$ cat src/rtl/mem_stage_pkg.sv
// Shared definitions for the Beta memory stage: opcodes, IR source
// encodings, canned instructions and the access FSM state type.
package mem_stage_pkg;

  localparam logic [5:0] OPCODE_LD  = 6'h18;
  localparam logic [5:0] OPCODE_ST  = 6'h19;
  localparam logic [5:0] OPCODE_JMP = 6'h1B;
  localparam logic [5:0] OPCODE_BEQ = 6'h1C;
  localparam logic [5:0] OPCODE_BNE = 6'h1D;
  localparam logic [5:0] OPCODE_LDR = 6'h1F;

  localparam logic [1:0] IR_SRC_DATA   = 2'd0;
  localparam logic [1:0] IR_SRC_NOP    = 2'd1;
  localparam logic [1:0] IR_SRC_EXCEPT = 2'd2;

  // ADD(R31, R31, R31)
  localparam logic [31:0] INST_NOP        = 32'h83FF_F800;
  // BNE(R31, 0, XP): links the faulting PC into XP
  localparam logic [31:0] INST_BNE_EXCEPT = 32'h77DF_0000;

  typedef enum logic [1:0] {
    MEM_IDLE  = 2'd0,
    MEM_BUSY  = 2'd1,
    MEM_DRAIN = 2'd2
  } mem_state_t;

endpackage

$ cat src/rtl/mem_stage_if.sv
// Data-memory port of the memory stage.
// Handshake: req acts as valid. Once req rises, addr/we/wdata stay stable
// and req stays high until the cycle in which ack is seen (ack acts as
// ready and marks rdata valid in that same cycle). The only exception is
// an access timeout, where the stage drops req without an ack.
interface mem_stage_if;
  logic        req;
  logic        we;
  logic [31:0] addr;
  logic [31:0] wdata;
  logic        ack;
  logic [31:0] rdata;

  modport master (output req, we, addr, wdata, input ack, rdata);
  modport slave  (input req, we, addr, wdata, output ack, rdata);
endinterface

$ cat src/rtl/mem_stage_access_fsm.sv
// Access sequencer for the memory stage: tracks an outstanding request,
// counts wait cycles, generates req/stall and flags a timeout.
module mem_access_fsm
  import mem_stage_pkg::*;
#(
  parameter int MAX_WAIT = 255
) (
  input  logic       clk,
  input  logic       rst_n,
  input  logic       mem_op,
  input  logic       live,
  input  logic       ack,
  output logic       req,
  output logic       stall,
  output logic       timeout,
  output mem_state_t state
);

  mem_state_t state_next;
  logic [7:0] wait_cnt;
  logic [7:0] wait_next;
  logic       at_limit;

  assign at_limit = (wait_cnt == 8'(MAX_WAIT));

  // State and wait counter registers
  always_ff @(posedge clk or negedge rst_n) begin
    if (!rst_n) begin
      state    <= MEM_IDLE;
      wait_cnt <= 8'd0;
    end else begin
      state    <= state_next;
      wait_cnt <= wait_next;
    end
  end

  // Next state, request, stall and timeout generation
  always_comb begin
    state_next = state;
    wait_next  = wait_cnt;
    req        = 1'b0;
    stall      = 1'b0;
    timeout    = 1'b0;
    case (state)
      MEM_IDLE: begin
        req   = mem_op;
        stall = mem_op & ~ack;
        if (mem_op && !ack) begin
          state_next = MEM_BUSY;
          wait_next  = 8'd0;
        end
      end
      MEM_BUSY, MEM_DRAIN: begin
        if (at_limit) begin
          // request is abandoned; no ack can be owed any more
          timeout    = 1'b1;
          state_next = MEM_IDLE;
          wait_next  = 8'd0;
        end else begin
          req = 1'b1;
          if (ack) begin
            state_next = MEM_IDLE;
          end else begin
            stall     = 1'b1;
            wait_next = wait_cnt + 8'd1;
            if (state == MEM_BUSY && !live) state_next = MEM_DRAIN;
          end
        end
      end
      default: state_next = MEM_IDLE;
    endcase
  end

endmodule

$ cat src/rtl/mem_stage.sv
// Beta memory stage: pipeline registers from execute, LD/ST/LDR accesses
// on the data-memory port, and the writeback-side output muxing.
module mem_stage
  import mem_stage_pkg::*;
#(
  parameter int MAX_WAIT = 255
) (
  input  logic         clk,
  input  logic         rst_n,
  input  logic [1:0]   ir_src_mem,
  input  logic [31:0]  pc_mem_next,
  input  logic [31:0]  ir_mem_next,
  input  logic [31:0]  y_mem_next,
  input  logic [31:0]  st_mem_next,
  output logic         stall_mem,
  mem_stage_if.master  dmem,
  output logic         mem_err,
  output logic [31:0]  pc_wb_next,
  output logic [31:0]  ir_wb_next,
  output logic [31:0]  y_wb_next,
  output logic [31:0]  bypass_mem
);

  logic [31:0] pc_mem, ir_mem, y_mem, st_mem;
  logic [5:0]  opcode;
  logic        is_ld, is_st, is_ldr, is_load, is_link;
  logic        live, mem_op;
  logic        req, stall, timeout;
  mem_state_t  state;

  assign opcode  = ir_mem[31:26];
  assign is_ld   = (opcode == OPCODE_LD);
  assign is_st   = (opcode == OPCODE_ST);
  assign is_ldr  = (opcode == OPCODE_LDR);
  assign is_load = is_ld | is_ldr;
  assign is_link = (opcode == OPCODE_JMP) | (opcode == OPCODE_BEQ) | (opcode == OPCODE_BNE);
  assign live    = (ir_src_mem == IR_SRC_DATA);
  assign mem_op  = live & (is_load | is_st);

  mem_access_fsm #(.MAX_WAIT(MAX_WAIT)) u_fsm (
    .clk     (clk),
    .rst_n   (rst_n),
    .mem_op  (mem_op),
    .live    (live),
    .ack     (dmem.ack),
    .req     (req),
    .stall   (stall),
    .timeout (timeout),
    .state   (state)
  );

  // addr/wdata/we come straight from the frozen registers, so they stay
  // stable for as long as the request is outstanding
  assign dmem.req   = req;
  assign dmem.we    = is_st;
  assign dmem.addr  = {y_mem[31:2], 2'b00};
  assign dmem.wdata = st_mem;

  assign stall_mem  = stall;
  assign mem_err    = timeout;
  assign pc_wb_next = pc_mem;
  assign bypass_mem = y_mem;

  // Pipeline registers: load from execute unless stalled
  always_ff @(posedge clk or negedge rst_n) begin
    if (!rst_n) begin
      pc_mem <= 32'd0;
      ir_mem <= INST_NOP;
      y_mem  <= 32'd0;
      st_mem <= 32'd0;
    end else if (!stall) begin
      pc_mem <= pc_mem_next;
      ir_mem <= ir_mem_next;
      y_mem  <= y_mem_next;
      st_mem <= st_mem_next;
    end
  end

  // Writeback IR and data selection; bubble while the access is pending
  always_comb begin
    ir_wb_next = INST_NOP;
    y_wb_next  = 32'd0;
    if (timeout) begin
      ir_wb_next = INST_BNE_EXCEPT;
      y_wb_next  = pc_mem;
    end else if (!stall) begin
      case (ir_src_mem)
        IR_SRC_DATA:   ir_wb_next = ir_mem;
        IR_SRC_EXCEPT: ir_wb_next = INST_BNE_EXCEPT;
        default:       ir_wb_next = INST_NOP;
      endcase
      if (ir_src_mem == IR_SRC_EXCEPT)           y_wb_next = pc_mem;
      else if (state == MEM_DRAIN || !live)      y_wb_next = 32'd0;
      else if (is_load)                          y_wb_next = dmem.rdata;
      else if (is_link)                          y_wb_next = pc_mem;
      else                                       y_wb_next = y_mem;
    end
  end

endmodule

$ cat src/flat_wrapper.sv
// flat-port wrapper written by rule: the top's interface ports become plain ports
module mem_stage_flat import mem_stage_pkg::*;
#(
  parameter int MAX_WAIT = 255
)
  (clk, rst_n, ir_src_mem, pc_mem_next, ir_mem_next, y_mem_next, st_mem_next, stall_mem, mem_err, pc_wb_next, ir_wb_next, y_wb_next, bypass_mem, dmem_req, dmem_we, dmem_addr, dmem_wdata, dmem_ack, dmem_rdata);
  mem_stage_if dmem_i ();
  input  logic clk;
  input  logic rst_n;
  input  logic [1:0] ir_src_mem;
  input  logic [31:0] pc_mem_next;
  input  logic [31:0] ir_mem_next;
  input  logic [31:0] y_mem_next;
  input  logic [31:0] st_mem_next;
  output logic stall_mem;
  output logic mem_err;
  output logic [31:0] pc_wb_next;
  output logic [31:0] ir_wb_next;
  output logic [31:0] y_wb_next;
  output logic [31:0] bypass_mem;
  output wire logic [$bits(dmem_i.req)-1:0] dmem_req;
  output wire logic [$bits(dmem_i.we)-1:0] dmem_we;
  output wire logic [$bits(dmem_i.addr)-1:0] dmem_addr;
  output wire logic [$bits(dmem_i.wdata)-1:0] dmem_wdata;
  input wire logic [$bits(dmem_i.ack)-1:0] dmem_ack;
  input wire logic [$bits(dmem_i.rdata)-1:0] dmem_rdata;
  assign dmem_req = dmem_i.req;
  assign dmem_we = dmem_i.we;
  assign dmem_addr = dmem_i.addr;
  assign dmem_wdata = dmem_i.wdata;
  assign dmem_i.ack = dmem_ack;
  assign dmem_i.rdata = dmem_rdata;
  mem_stage #(.MAX_WAIT(MAX_WAIT)) u_core (.clk(clk), .rst_n(rst_n), .ir_src_mem(ir_src_mem), .pc_mem_next(pc_mem_next), .ir_mem_next(ir_mem_next), .y_mem_next(y_mem_next), .st_mem_next(st_mem_next), .stall_mem(stall_mem), .dmem(dmem_i), .mem_err(mem_err), .pc_wb_next(pc_wb_next), .ir_wb_next(ir_wb_next), .y_wb_next(y_wb_next), .bypass_mem(bypass_mem));
endmodule
$ cat config.mk
export PLATFORM = sky130hd
export DESIGN_NAME = mem_stage_flat
export DESIGN_NICKNAME = d
export VERILOG_FILES = /design/src/rtl/mem_stage_pkg.sv /design/src/rtl/mem_stage_if.sv /design/src/rtl/mem_stage_access_fsm.sv /design/src/rtl/mem_stage.sv /design/src/flat_wrapper.sv
export SDC_FILE = /design/constraint.sdc
export NUM_CORES = 1
export LEC_CHECK = 0
export BUFFER_PORTS_ARGS = -buffer_cell sky130_fd_sc_hd__buf_2
export CAP_MARGIN = 30
export CORE_AREA = 2 2 142 144
export DETAILED_ROUTE_END_ITERATION = 6
export DIE_AREA = 0 0 144 146
export HOLD_SLACK_MARGIN = 0.1
export PLACE_DENSITY_LB_ADDON = 0.3
export SETUP_SLACK_MARGIN = 0.1
export SYNTH_ARGS = -nofsm -noshare
export SYNTH_HDL_FRONTEND = slang
export SYNTH_SLANG_ARGS = --single-unit
$ cat constraint.sdc
create_clock -name clk -period 2.1 [get_ports clk]
set_clock_uncertainty 0.2 [all_clocks]
set_input_delay 0.105 -clock clk [delete_from_list [all_inputs] [get_ports clk]]
set_output_delay 0.105 -clock clk [all_outputs]
set_load 0.01 [all_outputs]
==> impl_metrics.py, run 1 <==
metrics = {
    "yosys": {
        "netlist_top_cells_area": "dfrtp_1 43%, mux2_1 14%, mux2_2 6.1%",
        "yosysWarnings": 0,
        "syn_area_mm2": 0.00717,
        "synth_flop_cell": "dfrtp_1",
        "syn_avg_cell_area_um2": 11.3,
        "yosysMostFrequentCell": "dfrtp_1",
        "synth_top_area_share_pct": 42.6,
        "seq_area_frac_synth_pct": 48.4,
        "ys_types": 50,
        "synthTopCellsByCount": "122 x dfrtp_1, 89 x mux2_1, 52 x nand2b_1",
        "synth-seq-cells": 138,
        "postSynthCellCount": 632,
        "synth_edf_count": 0,
        "synth.largest_area_cell": "dfrtp_1",
        "synthArstFlopShare_pct": 100,
    },
    "cells_and_area": {
        "instances_no_fill": 1491,
        "drive_above_1_share_pct": 63.7,
        "n_fill_cell": 1240,
        "area_delta_synth_final_pct": 92.5,
        "finalNetCount": 1382,
        "seq_area_mm2": 0.00347,
        "multiInputGateArea_mm2": 0.00423,
    },
    "worst_setup_path": {
        "critPathLaunchType": "register",
        "cp_data_arrival_time_ps": 2280,
        "path_cells": "and3b_2, a21boi_4, buf_12, clkbuf_16, nand2b_1, o2bb2ai_1, o21ai_1, buf_2",
        "cp_num_buf_inv": 3,
        "worstSetupPathType": "register to output pin",
        "max_stage_delay_ps": 550,
        "worst_setup_path_end_kind": "output pin",
        "cpMaxStageDelayCell": "dfstp_2",
        "crit_family": "flip-flops",
        "crit_fanout": 19,
        "crit_required_ps": 1790,
    },
    "pwr": {
        "total_power_mw": 14.9,
        "ir_drop_v": 0.000596,
        "p_sw_mw": 5.24,
        "p_sw_share_pct": 35.1,
        "powerDensity_mw_per_mm2": 1080,
        "seqPwrFrac_pct": 26.6,
        "intPower_mw": 9.69,
        "pwr-share-clk_pct": 21.6,
        "p_leak_nw": 6.53,
        "p_comb_share_pct": 51.8,
    },
    "flow_run": {
        "drv_cap": 0,
    },
    "place": {
        "dp_hpwl_um": 16900,
        "dp_cells": 1249,
        "gp_congestion": 0.928,
        "port_buffers": 358,
        "pre_cts_slack_ps": -232,
    },
    "global_routing": {
        "grt_pass1_vias": 8132,
        "grt_use_total_pct": 27.7,
        "grt_overflow": 0,
        "grt_max_degree": 57,
        "antenna_found_initial": 1,
        "grt_pass1_wl_um": 44600,
    },
    "timing": {
        "setup_violations": 198,
        "hold_viol": 0,
        "fmax_mhz": 387,
        "grt_setup_unrepaired": "yes",
        "drv_slew": 0,
        "setup_ws_ps": -482,
        "max_slew_margin_pct": 61.9,
        "fin_crit_sh_pct": 123,
        "worstMarginPinSlew_ps": 572,
        "fin_crit_ps": 2580,
    },
    "clock_network": {
        "clk_path_buf_depth": 2,
        "cts_tree": "built",
        "clkSinkCount": 138,
        "cts_root_buf": "clkbuf_16",
        "clk_pin_slew_worst_paths_ps": 60,
        "h-tree-depth": 4,
        "cts_buffers": 17,
        "clk_latency_ps": 420,
    },
    "die": {
        "initial_core_util_pct": 37.1,
        "dieWidth_um": 144,
        "core.rowCount": 51,
        "io_pins": 361,
        "dieArea_mm2": 0.0210,
        "core_area_mm2": 0.0193,
        "die_h_um": 146,
    },
    "routing": {
        "firstDrtPassIters": 5,
        "totalWireLength_um": 31200,
        "antenna_left": 0,
        "via_count": 7732,
        "dr.first_iter.drc_count": 445,
        "drc_errors": 0,
        "viasPerCell": 5.19,
        "routedWlPerCell_um": 20.9,
    },
    "hold_path": {
        "hp-class": "input port to register",
    },
    "status": {
        "failed_checks": "negative setup slack",
        "outcome": "finished, violations left",
    },
}
## registers in the layout (all words and copies together), names as in the netlist
| signal | count |
|---|---|
| u_core.bypass_mem | 32 |
| u_core.dmem.wdata | 32 |
| u_core.ir_mem | 32 |
| u_core.pc_wb_next | 32 |
| u_core.u_fsm.state | 2 |
| u_core.u_fsm.wait_cnt | 8 |
## path summary, 6_finish.rpt
| path | slack (ps) | end | cells after the start | startpoint |
|---|---|---|---|---|
| setup / recovery | -480 | y_wb_next[9] | 8 | u_core.ir_mem[31]$_DFFE_PN1N_ |
| hold / removal | 150 | u_core.u_fsm.state[1]$_DFFE_PN0P_ | 6 | ir_src_mem[0] |
| setup reg to reg | -430 | u_core.dmem.wdata[27]$_DFFE_PN0N_ | 11 | u_core.u_fsm.state[0]$_DFFE_PN0P_ |
| hold reg to reg | 300 | u_core.dmem.wdata[26]$_DFFE_PN0N_ | 1 | u_core.dmem.wdata[26]$_DFFE_PN0N_ |
| max in group asynchronous | 420 | u_core.ir_mem[17]$_DFFE_PN1N_ | 4 | rst_n |
| min in group asynchronous | 570 | u_core.u_fsm.wait_cnt[6]$_DFFE_PN0P_ | 3 | rst_n |
## timing repair
action | CTS | global route
endpoints found under the setup margin | 196 | 206
setup buffers | 40 | 20
pin swaps | 20 | 28
resized for setup | 195 | 107
cloned | 14 | 5
endpoints found under the hold margin | 270 | 0
hold buffers | 132 | 0
## power groups by stage
| stage | registers, mW | clock network (mW) | logic, mW |
|---|---|---|---|
| after floorplan | 3.96 | 0 | 2.81 |
| after global placement | 3.86 | 0 | 4.66 |
| after detailed placement | 3.88 | 0 | 4.71 |
| after CTS | 3.87 | 3.25 | 6.88 |
| after global routing | 4.02 | 3.38 | 8.10 |
| final | 3.97 | 3.23 | 7.73 |
## cells by family (layout without fill, tap and decap cells)
| family | Yosys count | in the layout | share of synthesized area [%] |
|---|---|---|---|
| adder cells (fa/ha/maj) | 5 | 5 | 0.872 |
| other | 1 | 3 | 0.0523 |
| AND/OR/NAND/NOR | 140 | 140 | 10.4 |
| multiplexers | 129 | 129 | 20.2 |
| buffers and inverters | 75 | 667 | 6.94 |
| flip-flops | 138 | 138 | 48.4 |
| AO/OA/AOI/OAI | 144 | 144 | 13.1 |
## per-stage QoR
step | TNS [ps] | instance area [µm²] | utilization, % | hold WS [ps]
after global routing | -80220 | 13800 | 71.4 | 178
after global placement | -17720 | 9640 | 49.9 | -84.4
final | -69880 | 13800 | 71.4 | 145
after floorplan | 0 | 7340 | - | -391
after detailed placement | -24560 | 9640 | 49.9 | -79.3
after CTS | -45430 | 13100 | 67.5 | 107
## placed cells by master, fill, tap and decap left out, types with 3 or more instances in the layout
| cell | n |
|---|---|
| dfrtp_1 | 122 |
| and2_4 | 11 |
| buf_12 | 27 |
| o2bb2ai_2 | 9 |
| a31oi_1 | 4 |
| clkinv_4 | 3 |
| buf_6 | 48 |
| a21oi_1 | 30 |
| bufinv_16 | 3 |
| ha_4 | 3 |
| o2bb2ai_1 | 23 |
| inv_6 | 4 |
| nor2_4 | 5 |
| nor3_1 | 3 |
| mux2_4 | 128 |
| nand2_1 | 26 |
| o21ai_2 | 16 |
| buf_16 | 11 |
| nor2_1 | 11 |
| a21oi_2 | 11 |
| buf_2 | 336 |
| nand2_2 | 11 |
| nand2b_1 | 36 |
| clkbuf_16 | 22 |
| nand3_1 | 4 |
| buf_4 | 61 |
| nand2b_4 | 16 |
| inv_2 | 3 |
| o21ai_0 | 4 |
| dfstp_2 | 16 |
| o21ai_1 | 26 |
| buf_8 | 10 |
| dlygate4sd3_1 | 132 |
## per-layer routing
| layer | vias to the layer above | GRT usage [%] | share of wire [%] |
|---|---|---|---|
| met3 | 96 | 5.76 | 6.2 |
| met4 | 0 | 11.6 | 3.9 |
| li1 | 3384 | - | - |
| met2 | 409 | 48.6 | 52 |
| met1 | 3843 | 32.5 | 38 |
| met5 | - | 0 | 0 |
## cell type report
class,instances,area share (%)
Antenna cell,1,0.0181
Clock buffer,19,3.21
Clock inverter,13,1.31
Inverter,5,0.163
Multi-Input combinational cell,420,30.7
Sequential cell,138,25.2
Tap cell,265,2.40
Timing Repair Buffer,630,37.1
## worst reg2reg max path, cell delays in order, from the launching register on
cell      delay [ps]
dfrtp_1          400
inv_2             80
ha_4             310
o21ai_2          100
a21boi_4         270
buf_12           150
buf_4            100
buf_6             90
buf_12           150
buf_12           130
buf_12           130
mux2_4           310
No activity file was read; power rests on OpenSTA's default activity.
==> run 2, diff against run 1 <==
BUFFER_PORTS_ARGS = unset   (was -buffer_cell sky130_fd_sc_hd__buf_2)
CORE_AREA = 2 2 140 142   (was 2 2 142 144)
DIE_AREA = 0 0 142 144   (was 0 0 144 146)
DONT_BUFFER_PORTS = 1   (was unset)
SLEW_MARGIN = 5   (was unset)
==> run 2 against run 1 <==
- the run ends with negative hold slack, negative setup slack left
- fmax shrank 0.49%
- critical path type unchanged
- largest cell class is now multi-input gates
- critical endpoint unchanged
- sequential cell count stayed put
- highest routed layer unchanged
- cell area is 14% lower
- final cell count is 26% lower
==> impl_metrics.py, run 2 (synthesized netlist as in run 1, its figures left out) <==
metrics = {
    "status": {
        "outcome": "finished, violations left",
        "failed_checks": "negative hold slack, negative setup slack",
    },
    "worst_setup_path": {
        "rr_endpoint": "u_core.pc_wb_next[29]$_DFFE_PN0N_",
        "crit_fanout": 21,
        "cp_data_arrival_time_ps": 2290,
        "r2r_slack_ps": -220,
        "worstSetupPathType": "register to output pin",
        "max_stage_delay_ps": 520,
        "cpMaxStageDelayCell": "dfstp_2",
        "crit-reg2reg-launch": "u_core.u_fsm.state[1]$_DFFE_PN0P_",
        "worst_setup_path_end_kind": "output pin",
        "critPathLaunchType": "register",
        "reg2reg_depth": 10,
        "crit_required_ps": 1790,
        "path_cells": "and3b_2, buf_6, buf_4, buf_6, o21ai_4, buf_12, o2bb2ai_2, o21ai_1, buf_4",
    },
    "pwr": {
        "intPower_mw": 8.56,
        "pwr-share-clk_pct": 23.7,
        "p_sw_mw": 4.89,
        "p_leak_nw": 4.78,
        "total_power_mw": 13.4,
        "p_sw_share_pct": 36.3,
        "powerDensity_mw_per_mm2": 1130,
        "ir_drop_v": 0.000540,
        "p_comb_share_pct": 44.1,
        "seqPwrFrac_pct": 32.3,
    },
    "timing": {
        "setup_ws_ps": -495,
        "drv_slew": 0,
        "setup_violations": 198,
        "worstMarginPinSlew_ps": 618,
        "fmax_mhz": 385,
        "hold-worst-slack_ps": -823,
        "fin_crit_ps": 2590,
        "fin_tns_setup_ps": -45620,
        "max_slew_margin_pct": 58.7,
        "fin_crit_sh_pct": 124,
        "grt_setup_unrepaired": "yes",
        "hold_viol": 138,
    },
    "routing": {
        "viasPerCell": 5.65,
        "via_count": 6191,
        "totalWireLength_um": 27400,
        "firstDrtPassIters": 5,
        "drc_errors": 0,
        "routedWlPerCell_um": 25.0,
        "dr.first_iter.drc_count": 324,
        "antenna_left": 0,
    },
    "cells_and_area": {
        "area_delta_synth_final_pct": 65.7,
        "fin_util_pct": 62.3,
        "drive_above_1_share_pct": 48.9,
        "final_common_cell": "dlygate4sd3_1",
        "final_cell_mix": "130 x dlygate4sd3_1, 121 x dfrtp_1, 66 x buf_4, 51 x mux2_1, 39 x mux2_4",
        "finalNetCount": 1014,
        "fin_area_mm2": 0.0119,
    },
    "clock_network": {
        "cts_tree": "built",
        "cts_root_buf": "clkbuf_16",
        "clkSinkCount": 138,
        "ctsHoldBuffers": 130,
        "clk_latency_ps": 420,
        "cts_buffers": 17,
        "clk_path_buf_depth": 2,
        "h-tree-depth": 4,
        "clk_pin_slew_worst_paths_ps": 70,
    },
    "global_routing": {
        "antenna_found_initial": 1,
        "grt_max_degree": 139,
        "grt_overflow": 0,
        "grt_pass1_wl_um": 38400,
        "grt_use_total_pct": 24.9,
        "grt_pass1_vias": 6531,
    },
    "place": {
        "gp_congestion": 0.939,
        "pre_cts_slack_ps": -453,
        "dp_hpwl_um": 15200,
        "placed_area_mm2": 0.00783,
        "port_buffers": 0,
    },
    "die": {
        "dieWidth_um": 142,
        "core_area_mm2": 0.0191,
        "initial_core_util_pct": 37.6,
        "io_pins": 361,
        "core.rowCount": 51,
        "die_h_um": 144,
        "dieArea_mm2": 0.0204,
    },
    "flow_run": {
        "drv_cap": 0,
    },
    "hold_path": {
        "hp-class": "input port to asynchronous set/reset pin",
    },
}
run 2: cell count changes in the layout (fill, tap and decap cells not counted), moves of 10 or more:
cell,before,now
buf_6,48,25
mux2_2,0,38
mux2_4,128,39
buf_2,336,0
buf_12,27,16
a21oi_1,30,20
o2bb2ai_1,23,3
o2bb2ai_2,9,27
o21ai_4,2,28
mux2_1,0,51
o21ai_1,26,10
a21oi_4,1,12
run 2: final cells by class:
cell class	instances	area, µm²
fill	1350	7190
inverter	5	21.3
sequential	138	3470
multi-input combinational	422	4510
timing repair buffer	260	2950
clock buffer	19	443
tap	238	298
antenna	1	2.50
clock inverter	13	180
run 2: worst max-delay path: cells and delay by family (launching register included):
| family | cells | cell delay [ps] |
|---|---|---|
| buf+inv | 5 | 760 |
| simple gates | 1 | 240 |
| flops | 1 | 520 |
| compound gates | 3 | 340 |
run 2: metrics by stage:
| stage | std cells | hold slack [ps] |
|---|---|---|
| 6_report | 1096 | -823 |
| 5_1_grt | 1096 | -854 |
| 4_1_cts | 1072 | -847 |
| 2_1_floorplan | 633 | -391 |
| 3_5_place_dp | 871 | -388 |
| 3_3_place_gp | 871 | -387 |
run 2: worst max-delay path by stage:
stage | endpoint | from | depth (start not counted)
global placement | y_wb_next[0] | u_core.u_fsm.wait_cnt[0]$_DFFE_PN0P_ | 9
floorplan | y_wb_next[10] | u_core.u_fsm.wait_cnt[0]$_DFFE_PN0P_ | 10
detailed placement | y_wb_next[31] | u_core.u_fsm.wait_cnt[0]$_DFFE_PN0P_ | 9
CTS | ir_wb_next[27] | u_core.u_fsm.state[0]$_DFFE_PN0P_ | 10
global route | ir_wb_next[27] | u_core.u_fsm.state[1]$_DFFE_PN0P_ | 10
finish | y_wb_next[9] | u_core.ir_mem[31]$_DFFE_PN1N_ | 9
run 2: routing by layer:
layer  wire [µm]  track usage (%)  share of wire, %  up-vias
met5           0                0                 0        -
met4         941             8.47               3.4        0
met3        1860             6.36               6.8       65
met2       14200             42.8                52      325
met1       10400             30.5                38     3152
li1            -                -                 -     2649
run 2: power by group through the flow:
| stage | sequential (mW) | clock (mW) | combinational [mW] |
|---|---|---|---|
| floorplan | 3.96 | 0 | 2.81 |
| global placement | 4.25 | 0 | 3.28 |
| detailed placement | 4.27 | 0 | 3.37 |
| CTS | 4.27 | 3.27 | 4.92 |
| global route | 4.41 | 3.37 | 6.20 |
| finish | 4.34 | 3.18 | 5.92 |
run 2: timing repair:
action	in CTS	in global routing
setup buffers	30	9
pin swaps	36	38
endpoints found under the hold margin	276	138
endpoints found under the setup margin	199	206
resized for setup	149	113
cloned	9	14
